File: src/rtl/if_fetch_if.sv
// Instruction-memory channel between the fetch stage (master) and memory (slave).
// One request outstanding at a time; mem_addr holds from mem_req until mem_ack.
interface if_fetch_if;
  localparam int unsigned XLEN = 32;

  logic            mem_req;
  logic [XLEN-1:0] mem_addr;
  logic [XLEN-1:0] mem_rdata;
  logic            mem_ack;

  modport master (
    output mem_req,
    output mem_addr,
    input  mem_rdata,
    input  mem_ack
  );

  modport slave (
    input  mem_req,
    input  mem_addr,
    output mem_rdata,
    output mem_ack
  );
endinterface

File: src/rtl/if_fetch.sv
// Instruction fetch stage: single-outstanding memory requester feeding a 2-entry
// {pc, instr} prefetch FIFO, with branch redirect and discard of stale responses.
module if_fetch #(
  parameter logic [31:0] RESET_PC = 32'h0000_0000
) (
  input  logic        clk,
  input  logic        rst,
  input  logic [5:0]  stall,
  input  logic        branch_flag,
  input  logic [31:0] branch_target,
  if_fetch_if.master  mem,
  output logic [31:0] if_pc,
  output logic [31:0] if_instr,
  output logic        stallreq_if
);

  localparam int unsigned XLEN  = 32;
  localparam int unsigned CNT_W = 2;
  localparam logic [XLEN-1:0]  PC_STEP = XLEN'(4);
  localparam logic [CNT_W-1:0] FULL    = CNT_W'(2);

  typedef enum logic {S_IDLE, S_REQ} state_t;

  typedef struct packed {
    logic [XLEN-1:0] pc;
    logic [XLEN-1:0] instr;
  } entry_t;

  state_t          r_state, w_state_nxt;
  entry_t          r_fifo [2];
  logic            r_rd_ptr, w_rd_ptr_nxt;
  logic            w_wr_idx;
  logic [CNT_W-1:0] r_count, w_count_nxt;
  logic [XLEN-1:0] r_fetch_pc, w_fetch_pc_nxt;
  logic [XLEN-1:0] r_req_addr, w_req_addr_nxt;
  logic            r_drop, w_drop_nxt;
  logic            w_ack, w_push, w_pop;
  logic [XLEN-1:0] w_target;
  entry_t          w_head;
  logic            w_unused;

  // Only the fetch-stage stall bit matters; redirect targets are word aligned.
  assign w_unused = ^{stall[5:1], branch_target[1:0]};
  assign w_target = {branch_target[XLEN-1:2], 2'b00};

  // FIFO occupancy: a redirect flushes everything and wins over pop and push.
  always_comb begin
    w_ack        = (r_state == S_REQ) && mem.mem_ack;
    w_pop        = (r_count != '0) && !stall[0] && !branch_flag;
    w_push       = w_ack && !r_drop && !branch_flag;
    w_wr_idx     = r_rd_ptr ^ r_count[0];
    w_count_nxt  = r_count;
    w_rd_ptr_nxt = r_rd_ptr;
    if (branch_flag) begin
      w_count_nxt = '0;
    end else begin
      w_count_nxt  = r_count + CNT_W'(w_push) - CNT_W'(w_pop);
      w_rd_ptr_nxt = r_rd_ptr ^ w_pop;
    end
  end

  // Request FSM next-state and address bookkeeping.
  always_comb begin
    w_state_nxt    = r_state;
    w_fetch_pc_nxt = r_fetch_pc;
    w_req_addr_nxt = r_req_addr;
    w_drop_nxt     = r_drop;
    case (r_state)
      S_IDLE: begin
        if (branch_flag) begin
          w_state_nxt    = S_REQ;
          w_req_addr_nxt = w_target;
          w_fetch_pc_nxt = w_target + PC_STEP;
        end else if (r_count < FULL) begin
          w_state_nxt    = S_REQ;
          w_req_addr_nxt = r_fetch_pc;
          w_fetch_pc_nxt = r_fetch_pc + PC_STEP;
        end
      end
      S_REQ: begin
        if (branch_flag) begin
          if (mem.mem_ack) begin
            // Response in flight with the redirect is stale; go straight to the target.
            w_drop_nxt     = 1'b0;
            w_req_addr_nxt = w_target;
            w_fetch_pc_nxt = w_target + PC_STEP;
          end else begin
            // Keep the bus request stable; its data is thrown away on arrival.
            w_drop_nxt     = 1'b1;
            w_fetch_pc_nxt = w_target;
          end
        end else if (mem.mem_ack) begin
          if (r_drop) begin
            w_drop_nxt     = 1'b0;
            w_req_addr_nxt = r_fetch_pc;
            w_fetch_pc_nxt = r_fetch_pc + PC_STEP;
          end else if (w_count_nxt < FULL) begin
            w_req_addr_nxt = r_fetch_pc;
            w_fetch_pc_nxt = r_fetch_pc + PC_STEP;
          end else begin
            w_state_nxt = S_IDLE;
          end
        end
      end
      default: w_state_nxt = S_IDLE;
    endcase
  end

  always_ff @(posedge clk) begin
    if (!rst) begin
      r_state    <= S_IDLE;
      r_count    <= '0;
      r_rd_ptr   <= 1'b0;
      r_drop     <= 1'b0;
      r_fetch_pc <= {RESET_PC[XLEN-1:2], 2'b00};
      r_req_addr <= '0;
    end else begin
      r_state    <= w_state_nxt;
      r_count    <= w_count_nxt;
      r_rd_ptr   <= w_rd_ptr_nxt;
      r_drop     <= w_drop_nxt;
      r_fetch_pc <= w_fetch_pc_nxt;
      r_req_addr <= w_req_addr_nxt;
    end
  end

  // Storage needs no reset: r_count gates visibility of every entry.
  always_ff @(posedge clk) begin
    if (w_push) begin
      r_fifo[w_wr_idx] <= '{pc: r_req_addr, instr: mem.mem_rdata};
    end
  end

  assign w_head       = r_fifo[r_rd_ptr];
  assign mem.mem_req  = (r_state == S_REQ);
  assign mem.mem_addr = r_req_addr;
  assign if_pc        = (r_count != '0) ? w_head.pc    : '0;
  assign if_instr     = (r_count != '0) ? w_head.instr : '0;
  assign stallreq_if  = (r_count == '0);

endmodule

File: src/flat_wrapper.sv
// flat-port wrapper written by rule: the top's interface ports become plain ports
module if_fetch_flat 
#(
  parameter logic [31:0] RESET_PC = 32'h0000_0000
)
  (clk, rst, stall, branch_flag, branch_target, if_pc, if_instr, stallreq_if, mem_mem_req, mem_mem_addr, mem_mem_rdata, mem_mem_ack);
  if_fetch_if mem_i ();
  input  logic clk;
  input  logic rst;
  input  logic [5:0] stall;
  input  logic branch_flag;
  input  logic [31:0] branch_target;
  output logic [31:0] if_pc;
  output logic [31:0] if_instr;
  output logic stallreq_if;
  output wire logic [$bits(mem_i.mem_req)-1:0] mem_mem_req;
  output wire logic [$bits(mem_i.mem_addr)-1:0] mem_mem_addr;
  input wire logic [$bits(mem_i.mem_rdata)-1:0] mem_mem_rdata;
  input wire logic [$bits(mem_i.mem_ack)-1:0] mem_mem_ack;
  assign mem_mem_req = mem_i.mem_req;
  assign mem_mem_addr = mem_i.mem_addr;
  assign mem_i.mem_rdata = mem_mem_rdata;
  assign mem_i.mem_ack = mem_mem_ack;
  if_fetch #(.RESET_PC(RESET_PC)) u_core (.clk(clk), .rst(rst), .stall(stall), .branch_flag(branch_flag), .branch_target(branch_target), .mem(mem_i), .if_pc(if_pc), .if_instr(if_instr), .stallreq_if(stallreq_if));
endmodule
File: config.mk
export PLATFORM = sky130hd
export DESIGN_NAME = if_fetch_flat
export DESIGN_NICKNAME = d
export VERILOG_FILES = /design/src/rtl/if_fetch_if.sv /design/src/rtl/if_fetch.sv /design/src/flat_wrapper.sv
export SDC_FILE = /design/constraint.sdc
export NUM_CORES = 1
export LEC_CHECK = 0
export CAP_MARGIN = 20
export CORE_MARGIN = 3
export CORE_UTILIZATION = 30
export DETAILED_ROUTE_END_ITERATION = 8
export SLEW_MARGIN = 20
export SYNTH_ARGS = -nofsm -noshare
export SYNTH_HDL_FRONTEND = slang
export SYNTH_SLANG_ARGS = --single-unit
export TNS_END_PERCENT = 5
File: constraint.sdc
create_clock -name clk -period 7.65 [get_ports clk]
set_input_delay 2.295 -clock clk [delete_from_list [all_inputs] [get_ports clk]]
set_output_delay 2.295 -clock clk [all_outputs]
set_load 0.05 [all_outputs]
Word level (Yosys, flattened, before mapping)
Memory sizes are Yosys's and may differ from the RTL's. A register that Yosys moved wholly into a read port is not among the register bits.
Cells that the tools add are included.
- memories: 1
- input bits: 74
- bits in registers: 69
- word-level logic and storage cells: 67
- memory bits (writable): 128
- memory list (name ; depth ; width ; rd ports ; clocked after Yosys merged registers in ; write ports ; line ; RTL):
    u_core.r_fifo ; 2 ; 64 ; 1 ; 1 ; 1 ; if_fetch.sv:30 ; entry_t r_fifo [2];
- add/subtract/negate cells: 4
- magnitude comparators: 2
- reduce and logical (&&, ||, !) cells: 14
- multiplexer cells: 33
- equal/unequal tests: 4
- bitwise logic cells: 3
- operator list (kind ; number):
    32-bit two-way mux ; 16
    32-bit one-hot mux with 2 select lines ; 2
    32-bit by 3-bit adder with 32-bit output, second input constant ; 2
    1-bit two-way mux ; 13
    3-bit AND reduction ; 2
    1-bit logical AND ; 5
    2-bit < comparator, second input constant ; 2
    4-bit != test, second input constant ; 1
    2-bit nonzero test ; 2
    1-bit zero test ; 3
    3-bit by 2-bit != test with 1-bit output, second input constant ; 1
    3-bit != test, second input constant ; 1
    2-bit by 1-bit adder with 2-bit output ; 1
    2-bit zero test ; 1
    2-bit two-way mux ; 1
    2-bit != test, second input constant ; 1
    1-bit one-hot mux with 2 select lines ; 1
    2-bit AND reduction ; 1
    2-bit by 1-bit subtractor with 2-bit output ; 1
    1-bit XOR ; 2
    1-bit NOT ; 1

Logic depth before layout (Yosys ltp)
Gate-level depths: netlist of the first run.
- depth after elaboration: 12
- depth in mapped cells: 12
- mapped depth without buffers: 10

Worst setup path after synthesis of the first run
No wires, ideal clock.
- kind: input-to-reg
- from: input port branch_flag
- to: memory u_core.r_fifo[1][0] (netlist name), enable pin
- data arrival time: 5524 ps
- cell stages on the path: 3
- setup slack: 1642 ps
- cell sequence: buf_2 -> or3_1 -> nor2_1
- cells in the longest elaborated chain, start to end: 4
- ends and longest elaborated chain (item ; line ; RTL):
    from (decl) ; flat_wrapper.sv:11 ; input logic branch_flag;
    1-bit zero test ; if_fetch.sv:50 ; w_push = w_ack && !r_drop && !branch_flag;
    1-bit logical AND ; if_fetch.sv:50 ;
    1-bit two-way mux ; if_fetch.sv:129 ; if (w_push) begin
    1-bit two-way mux (not written as such) ; if_fetch.sv:130 ; r_fifo[w_wr_idx] <= '{pc: r_req_addr, instr: mem.mem_rdata};
    to (decl) ; if_fetch.sv:30 ;
No other way between the ends.

==> summary.md, run 1 <==
| Metric | Value |
|---|---|
| Status | completed |
| Pre-Repair DR Iteration Count | 4 |
| Die area | 31,700 sq um |
| Post-CTS Hold Buffers | 0 |
| Tmin final | 5.27 ns |
| Final setup TNS | 0 ns |
| Post_cts resized | 0 |
| Synth Register Bits | 193 |
| Core area | 28,900 sq um |
| Max Root-Sink Buffers | 2 |
| CTS root buf | clkbuf_16 |
| GRT Total Usage | 14.1% |
| PwrDens | 210 nW/um^2 |
| CTS tree | yes |
| Crit end category | primary output |
| Post-synth cell types | 56 |
| Routed WL | 22,400 um |
| Initial antenna violation count | 0 |
| R2R cell count | 10 |
| Setup Fix Bufs, Post-CTS | 0 |
| Yosys warns | 0 |
| R2r startpoint | u_core.r_count[0] |
| Finished Cell Area | 11,500 sq um |
| Final setup fails | 0 |
| Drc violations | 0 |
| Post-DR wirelength/cell | 17.3 um |
| Period utilization | 68.9% |
| EDFF count, synth | 126 |
| Post-DP HPWL | 15,800 um |
| Largest net degree at the start of global routing | 63 |
| RSZ-0062 raised after global routing | no |
| H-tree Lvls | 4 |
| Die Wd | 178 um |
| Setup CP Type | reg -> out |
| Drt initial violations | 319 |
| Placement Setup Slack | 2.18 ns |
| Vias after detailed routing | 6,273 |
| Share of async-settable or async-resettable flops after synthesis | 0% |
| RR Endpoint | u_core.mem.mem_addr[26] |
| Worst endpoint required time | 5.36 ns |
| Final hold viol count | 0 |
| Clk Latency, worst-skew pair | 0.43 ns |
| Utilization after layout | 39.6% |
| Boundary pin count | 172 |
| Number of global-route vias before repair | 6,025 |
| Register area share after synthesis | 57.7% |
| Fillers | 2,790 |
| CP max FO | 33 |
| Layout cells sized above 1 | 7.14% |
| Row count | 62 |
| Main synth FF type | edfxtp_1 |
| Area Growth Syn to Fin | 29.0% |
| CTS sink cnt | 193 |
| Post-Synthesis Cells | 756 |
| Worst setup SP type | flop |
| NumNets Final | 975 |
| Most frequent cells in the layout | clkdlybuf4s50_1 (163), edfxtp_1 (126), nor2_1 (114), mux2i_1 (96), dfxtp_1 (66) |
| Commonest non-fill, non-tap cell in the layout | clkdlybuf4s50_1 |
| Lkg Pwr | 3.85 nW |
| Fmax | 190 MHz |
| Port Buf Inserts | 164 |
| GPL Wtd Cong | 0.806 |
| Max Slew Vio Count | 0 |
| Routed Antenna Nets | 0 |
| # diodes | 0 |
| Hold path depth | 0 |
| Hold endpoint | u_core.r_fifo[1][48] |
| GR Overflow Total | 0 |
| Max Cap Viol | 0 |
| Global-route wire length before repair | 34,500 um |
| VDD IR-drop max | 0.000141 V |
| Post-placement cell area | 10,800 sq um |
| Initial Util | 30.7% |
| Synthesized Nets | 834 |
| Post-DR vias/cell | 4.85 |
| Total CTS buffers | 17 |
| Clk_skew | 0.0122 ns |
| Hold_sp | u_core.mem.mem_addr[16] |
| Die span in y | 178 um |
| Post-Syn Area per Cell | 11.8 sq um |
| FF-to-FF setup slack | 3.98 ns |
| Clock slew at reported path FFs | 0.07 ns |
| Min-delay worst type | reg -> reg |
| WP data arrival | 2.98 ns |
| Worst slew pin tran | 0.992 ns |
| Final worst slack | 2.38 ns |
| Max_slew headroom | 33.7% |
| Mapped cell area | 8890 sq um |
[critical path: stages (launching register included)]
cell	delay, ns
dfxtp_4	0.73
buf_4	0.59
mux2i_1	0.17
nor2_1	0.19
clkdlybuf4s50_1	0.83
[synthesized netlist by cell type, drive strengths merged, types with 6 or more instances]
master,number,share of area (%)
and4,9,0.89
clkbuf,17,0.72
nand2b,6,0.42
inv,10,0.42
nand2,32,1.4
xnor2,24,2.4
dfxtp,67,15
and3,15,1.1
xor2,16,1.6
nand4,27,2.2
edfxtp,126,43
nand3,26,1.5
nor3,16,0.96
nor4,12,1.4
a21oi,10,0.56
nor2,116,4.9
o21ai,9,0.51
a211oi,35,3.1
buf,33,2.1
mux2i,96,11
[kinds of logic (layout without fill, tap and decap cells)]
| group | after synthesis | after routing | synth area share [%] |
|---|---|---|---|
| AO/OA/AOI/OAI | 87 | 87 | 7.50 |
| XOR/XNOR | 41 | 41 | 4.21 |
| adder cells (fa/ha/maj) | 4 | 4 | 0.563 |
| buffers and inverters | 60 | 214 | 3.25 |
| flip-flops | 193 | 193 | 57.7 |
| multiplexers | 97 | 97 | 10.9 |
| AND/OR/NAND/NOR | 274 | 274 | 15.9 |
[where the power goes]
group	leakage, nW	switching (mW)	internal [mW]
Sequential	1.72	0.0364	1.15
Combinational	1.82	0.173	0.109
Clock	0.309	0.430	0.511
[how the worst max path moves through the flow]
stage | end | slack [ns] | depth (start not counted)
floorplan | u_core.r_fifo[1][0] | 1.64 | 3
global placement | u_core.mem.mem_addr[28] | 2.21 | 10
detailed placement | u_core.mem.mem_addr[26] | 2.18 | 10
CTS | if_instr[4] | 2.30 | 4
global route | if_instr[4] | 2.23 | 4
finish | if_instr[4] | 2.38 | 4
[stage by stage]
step           total power, mW  hold WS, ns  cells
2_1_floorplan             1.37        0.462    756
3_3_place_gp              1.49        0.466   1262
3_5_place_dp              1.49        0.475   1262
4_1_cts                   2.44        0.492   1294
5_1_grt                   2.51        0.501   1294
6_report                  2.41        0.485   1294
[registers in the layout, summed over array words and instances (netlist names), named ones only]
| signal | count |
|---|---|
| u_core.mem.mem_addr | 31 |
| u_core.mem.mem_req | 1 |
| u_core.r_count | 2 |
| u_core.r_drop | 1 |
| u_core.r_fetch_pc | 30 |
| u_core.r_fifo | 126 |
| u_core.r_rd_ptr | 1 |
[layer usage]
layer  vias to the layer above  track usage (%)  share of wire (%)
met1                      3001             18.8                 45
met3                        20             3.38                6.4
li1                       3098                -                  -
met2                       154             22.9                 47
met4                         0             3.60                1.3
met5                         -                0                  0
[layout make-up]
| class | count | area, sq um | share of cell area [%] |
|---|---|---|---|
| clock buffers | 18 | 439 | 3.83 |
| clock inverters | 14 | 190 | 1.66 |
| inverters | 10 | 37.5 | 0.327 |
| multi-input cells | 503 | 3490 | 30.4 |
| flip-flops and latches | 193 | 5130 | 44.7 |
| well taps | 384 | 480 | 4.19 |
| repair buffers | 172 | 1700 | 14.8 |
(Power assumes the default switching activity.)
==> run 2, diff against run 1 <==
Clock period 7.65 ns to 4.3 ns, I/O delays scaled along.
==> run 2 against run 1 <==
Effect of this change:
- worst hold slack improved by 0.0028 ns
- power rose by 75%
- via count is essentially flat
- critical endpoint is now if_pc[0]
- critical path depth did not move
- sequential power grew 77%
- non-clock buffer count up 12
==> summary.md, run 2 (same netlist as run 1, synthesis figures left out) <==
| Metric | Value |
|---|---|
| Status | completed |
| Total CTS buffers | 17 |
| Max Cap Viol | 0 |
| Die span in y | 178 um |
| Post-CTS Hold Buffers | 0 |
| Sw Ratio | 25.9% |
| Slowest cell delay on critical path | 0.82 ns |
| CTS root buf | clkbuf_16 |
| CP max FO | 30 |
| H-tree Lvls | 4 |
| Clock slew at reported path FFs | 0.08 ns |
| Die Wd | 178 um |
| WP data arrival | 2.52 ns |
| GRT Total Usage | 14.1% |
| Sw power | 1.09 mW |
| Placement Setup Slack | 0.273 ns |
| Max_slew headroom | 47.3% |
| Biggest register | u_core.r_fifo |
| Fillers | 2,772 |
| Initial antenna violation count | 0 |
| Routed WL | 22,300 um |
| Boundary pin count | 172 |
| Global-route wire length before repair | 34,700 um |
| Slowest cell on the critical path | clkdlybuf4s50_1 |
| Final setup TNS | 0 ns |
| Post-DR wirelength/cell | 17.0 um |
| Crit end category | primary output |
| Most frequent cells in the layout | clkdlybuf4s50_1 (163), edfxtp_1 (126), nor2_1 (114), mux2i_1 (96), dfxtp_1 (66) |
| Final worst slack | 0.488 ns |
| Tmin final | 3.81 ns |
| Fmax | 262 MHz |
| Post_cts resized | 0 |
| # diodes | 0 |
| Cell-internal power | 3.12 mW |
| Worst Hold Margin | 0.488 ns |
| VDD IR-drop max | 0.000266 V |
| Max Slew Vio Count | 0 |
| Min-delay worst type | reg -> reg |
| Layout cells sized above 1 | 8.24% |
| Critical Path Stages | 4 |
| Final hold viol count | 0 |
| NumNets Final | 987 |
| Post-DP HPWL | 15,700 um |
| Power share of the clock group | 37.9% |
| Top delay family on crit path | buffers and inverters |
| CTS tree | yes |
| Row count | 62 |
| CTS sink cnt | 193 |
| Drt initial violations | 377 |
| Pre-Repair DR Iteration Count | 4 |
| Number of global-route vias before repair | 6,091 |
| Register share of total power | 50.0% |
| Routed Antenna Nets | 0 |
| Vias after detailed routing | 6,269 |
| Comb power frac | 12.1% |
| Worst endpoint required time | 3.01 ns |
| PwrDens | 364 nW/um^2 |
| Post-DR vias/cell | 4.80 |
| RSZ-0062 raised after global routing | no |
| Area Growth Syn to Fin | 30.5% |
| Worst slew pin tran | 0.791 ns |
| Initial Util | 30.7% |
| Clk_skew | 0.0147 ns |
| Max Root-Sink Buffers | 2 |
| Core area | 28,900 sq um |
| Crit path cell chain | buf_4 -> mux2i_1 -> nor2_1 -> clkdlybuf4s50_1 |
| GR Overflow Total | 0 |
| WP buf/inv | 2 |
| Lkg Pwr | 3.90 nW |
| Largest net degree at the start of global routing | 66 |
| Setup Fix Bufs, Post-CTS | 0 |
| Final setup fails | 0 |
| Period utilization | 88.7% |
| Port Buf Inserts | 164 |
| Die area | 31,700 sq um |
| Commonest non-fill, non-tap cell in the layout | clkdlybuf4s50_1 |
| Max reg flops | 126 |
| Drc violations | 0 |
| Setup CP Type | reg -> out |
| Worst setup SP type | flop |
| R2R cell count | 11 |
| GPL Wtd Cong | 0.839 |
| Clk Latency, worst-skew pair | 0.43 ns |
| Hold path depth | 0 |
## run 2: cell count changes in the layout (fill, tap and decap cells not counted)
cell | previous run | this run
clkinv_4 | 2 | 1
buf_4 | 8 | 14
buf_12 | 0 | 6
clkinv_8 | 2 | 0
clkinvlp_4 | 0 | 3
inv_8 | 4 | 2
clkbuf_8 | 1 | 0
inv_6 | 4 | 6
clkbuf_1 | 0 | 1
## run 2: cell type report
cell class | count | area, sq um | area share, %
Clock buffer | 18 | 429 | 3.70
Clock inverter | 14 | 166 | 1.44
Inverter | 10 | 37.5 | 0.324
Multi-Input combinational cell | 503 | 3490 | 30.1
Sequential cell | 193 | 5130 | 44.2
Tap cell | 384 | 480 | 4.14
Timing Repair Buffer | 184 | 1860 | 16.1
## run 2: through the flow
stage	total power [mW]	utilization, %	cell area (sq um)	std cells
2_1_floorplan	2.44	-	8890	756
3_3_place_gp	2.66	38.0	11000	1274
3_5_place_dp	2.67	38.0	11000	1274
4_1_cts	4.27	40.1	11600	1306
5_1_grt	4.38	40.1	11600	1306
6_report	4.22	40.1	11600	1306
## run 2: final timing paths
path                                         startpoint                       to  slack, ns
worst min register to register  u_core.mem.mem_addr[29]     u_core.r_fifo[1][61]       0.49
worst min-delay path            u_core.mem.mem_addr[29]     u_core.r_fifo[1][61]       0.49
worst max-delay path                               flop                 if_pc[0]       0.49
worst max register to register        u_core.r_count[0]  u_core.mem.mem_addr[26]       1.30
## run 2: power groups by stage
stage	logic [mW]	registers [mW]	clock network, mW
global route	0.549	2.12	1.71
finish	0.511	2.11	1.60
CTS	0.516	2.11	1.64
global placement	0.510	2.15	0
detailed placement	0.514	2.15	0
floorplan	0.229	2.21	0
## run 2: worst register-to-register path, cell delays in order, from the launching register on
cell      delay [ns]
dfxtp_1         0.35
nor2_4          0.14
buf_12          0.29
nor3_1          0.14
ha_1            0.29
inv_1           0.04
ha_1            0.20
xnor3_2         0.42
o221a_2         0.36
buf_4           0.31
nor2_1          0.10
a311oi_1        0.28
## run 2: layer usage
layer  wire (um)  global-route usage [%]  vias to the layer above  part of all wire (%)
met4         318                    4.12                        0                   1.4
met1       10100                    18.8                     2978                    45
li1            -                       -                     3112                     -
met2       10500                    22.8                      155                    47
met3        1370                    3.28                       24                   6.1
met5           0                       0                        -                     0
==> run 3, diff against run 2 <==
Settings changed: REMOVE_ABC_BUFFERS set to 1.
Clock period 4.3 ns to 3.53 ns, I/O delays scaled along.
==> run 3 against run 2 <==
Effect of this change:
- register-to-register slack got worse by 0.47 ns
- worst hold slack got worse by 0.00097 ns
- clock skew fell by 0.0048 ns
- die area did not move
- routed wire length rose by 2.8%
- combinational power rose by 26%
- sequential cell count did not move
- sequential share of layout area fell by 0.66 points
- cell count rose by 1.5%
- largest cell class unchanged
==> summary.md, run 3 (same netlist as run 1, synthesis figures left out) <==
| Metric | Value |
|---|---|
| Status | completed |
| Commonest non-fill, non-tap cell in the layout | clkdlybuf4s50_1 |
| Crit path cell chain | buf_12 -> mux2i_1 -> nor2_1 -> clkdlybuf4s50_1 |
| Pre-Repair DR Iteration Count | 4 |
| NumNets Final | 1,006 |
| Clk_skew | 0.00989 ns |
| CTS sink cnt | 193 |
| GRT Total Usage | 14.4% |
| Worst slew pin tran | 0.594 ns |
| Post-placement cell area | 11,200 sq um |
| Finished Cell Area | 11,800 sq um |
| Slowest cell delay on critical path | 0.84 ns |
| Post-DP HPWL | 15,700 um |
| Boundary pin count | 172 |
| Routed WL | 22,900 um |
| Worst endpoint required time | 2.47 ns |
| Setup CP Type | reg -> out |
| Final worst slack | 0.153 ns |
| RSZ-0062 raised after global routing | no |
| WP data arrival | 2.32 ns |
| Initial antenna violation count | 1 |
| Initial Util | 30.7% |
| Layout cells sized above 1 | 10.6% |
| VDD IR-drop max | 0.000326 V |
| GPL Wtd Cong | 0.828 |
| CP max FO | 23 |
| Most frequent cells in the layout | clkdlybuf4s50_1 (159), edfxtp_1 (126), nor2_1 (114), mux2i_1 (96), dfxtp_1 (66) |
| Worst setup SP type | flop |
| Min-delay worst type | reg -> reg |
| Tmin final | 3.38 ns |
| Lkg Pwr | 4.02 nW |
| Final hold viol count | 0 |
| Tot Pwr | 5.13 mW |
| Max Root-Sink Buffers | 2 |
| Drt initial violations | 421 |
| Routed Antenna Nets | 0 |
| Max Slew Vio Count | 0 |
| Final setup TNS | 0 ns |
| CTS tree | yes |
| Clk Latency, worst-skew pair | 0.43 ns |
| Post_cts resized | 0 |
| CTS root buf | clkbuf_16 |
| Drc violations | 0 |
| Largest net degree at the start of global routing | 46 |
| Die area | 31,700 sq um |
| Row count | 62 |
| Core area | 28,900 sq um |
| Final setup fails | 0 |
| GR Overflow Total | 0 |
| Placement Setup Slack | -0.229 ns |
| Slowest cell on the critical path | clkdlybuf4s50_1 |
| PwrDens | 436 nW/um^2 |
| Number of global-route vias before repair | 6,361 |
| Fmax | 296 MHz |
| Max reg flops | 126 |
| Port Buf Inserts | 164 |
| Period utilization | 95.7% |
| Crit end category | primary output |
| Die span in y | 178 um |
| Post-DR vias/cell | 4.88 |
| Global-route wire length before repair | 35,500 um |
| Max Cap Viol | 0 |
| Total CTS buffers | 17 |
| Biggest register | u_core.r_fifo |
| Max_slew headroom | 60.4% |
| Area Growth Syn to Fin | 32.4% |
| Setup Fix Bufs, Post-CTS | 0 |
| H-tree Lvls | 4 |
| Post-CTS Hold Buffers | 0 |
| Vias after detailed routing | 6,474 |
| Post-DR wirelength/cell | 17.2 um |
| Clock slew at reported path FFs | 0.07 ns |
| Die Wd | 178 um |
run 3: changes by cell type in the layout (fill, tap and decap cells not counted), moves of 2 or more:
cell / change
bufinv_16: -2
buf_12: +3
clkdlybuf4s50_1: -4
buf_4: +20
clkbuf_8: +2
clkinvlp_4: -3
clkinv_4: +2
run 3: metrics by stage:
stage	hold slack (ns)	std cells	utilization, %
after floorplan	0.462	706	-
after global placement	0.464	1293	38.6
after detailed placement	0.472	1293	38.6
after CTS	0.488	1325	40.6
after global routing	0.503	1326	40.7
final	0.487	1326	40.7
run 3: report_power, final:
group / switching (mW) / internal, mW / total, mW
Sequential: 0.0749 / 2.49 / 2.57
Clock: 0.910 / 1.01 / 1.92
Combinational: 0.382 / 0.264 / 0.646
Total: 1.37 / 3.77 / 5.13
run 3: area by class of cell:
| type | count | area (sq um) |
|---|---|---|
| clock inverter | 12 | 113 |
| clock buffer | 20 | 478 |
| inverter | 10 | 37.5 |
| antenna | 1 | 2.50 |
| multi-input combinational | 503 | 3500 |
| sequential | 193 | 5130 |
| tap | 384 | 480 |
| timing repair buffer | 203 | 2030 |
| fill | 2756 | 17200 |
run 3: final timing paths:
path / from / end / slack (ns) / cells past startpoint
max: flop / if_pc[11] / 0.15 / 4
min: u_core.mem.mem_addr[22] / u_core.r_fifo[1][54] / 0.49 / 0
max reg2reg: u_core.r_count[0] / u_core.mem.mem_addr[21] / 0.83 / 10
min reg2reg: u_core.mem.mem_addr[22] / u_core.r_fifo[1][54] / 0.49 / 0
run 3: layer usage:
| metal | up-vias | routed length [um] | GRT usage, % |
|---|---|---|---|
| met2 | 166 | 11100 | 24.6 |
| met5 | - | 0 | 0 |
| li1 | 3161 | - | - |
| met1 | 3127 | 9960 | 18.1 |
| met4 | 0 | 361 | 5.07 |
| met3 | 20 | 1400 | 2.81 |
run 3: worst max-delay path, delay by kind of cell (launching register included):
kind,cells,cell delay [ns]
and+or+nand+nor,1,0.13
muxes,1,0.10
buffers and inverters,2,1.08
DFF,1,0.53
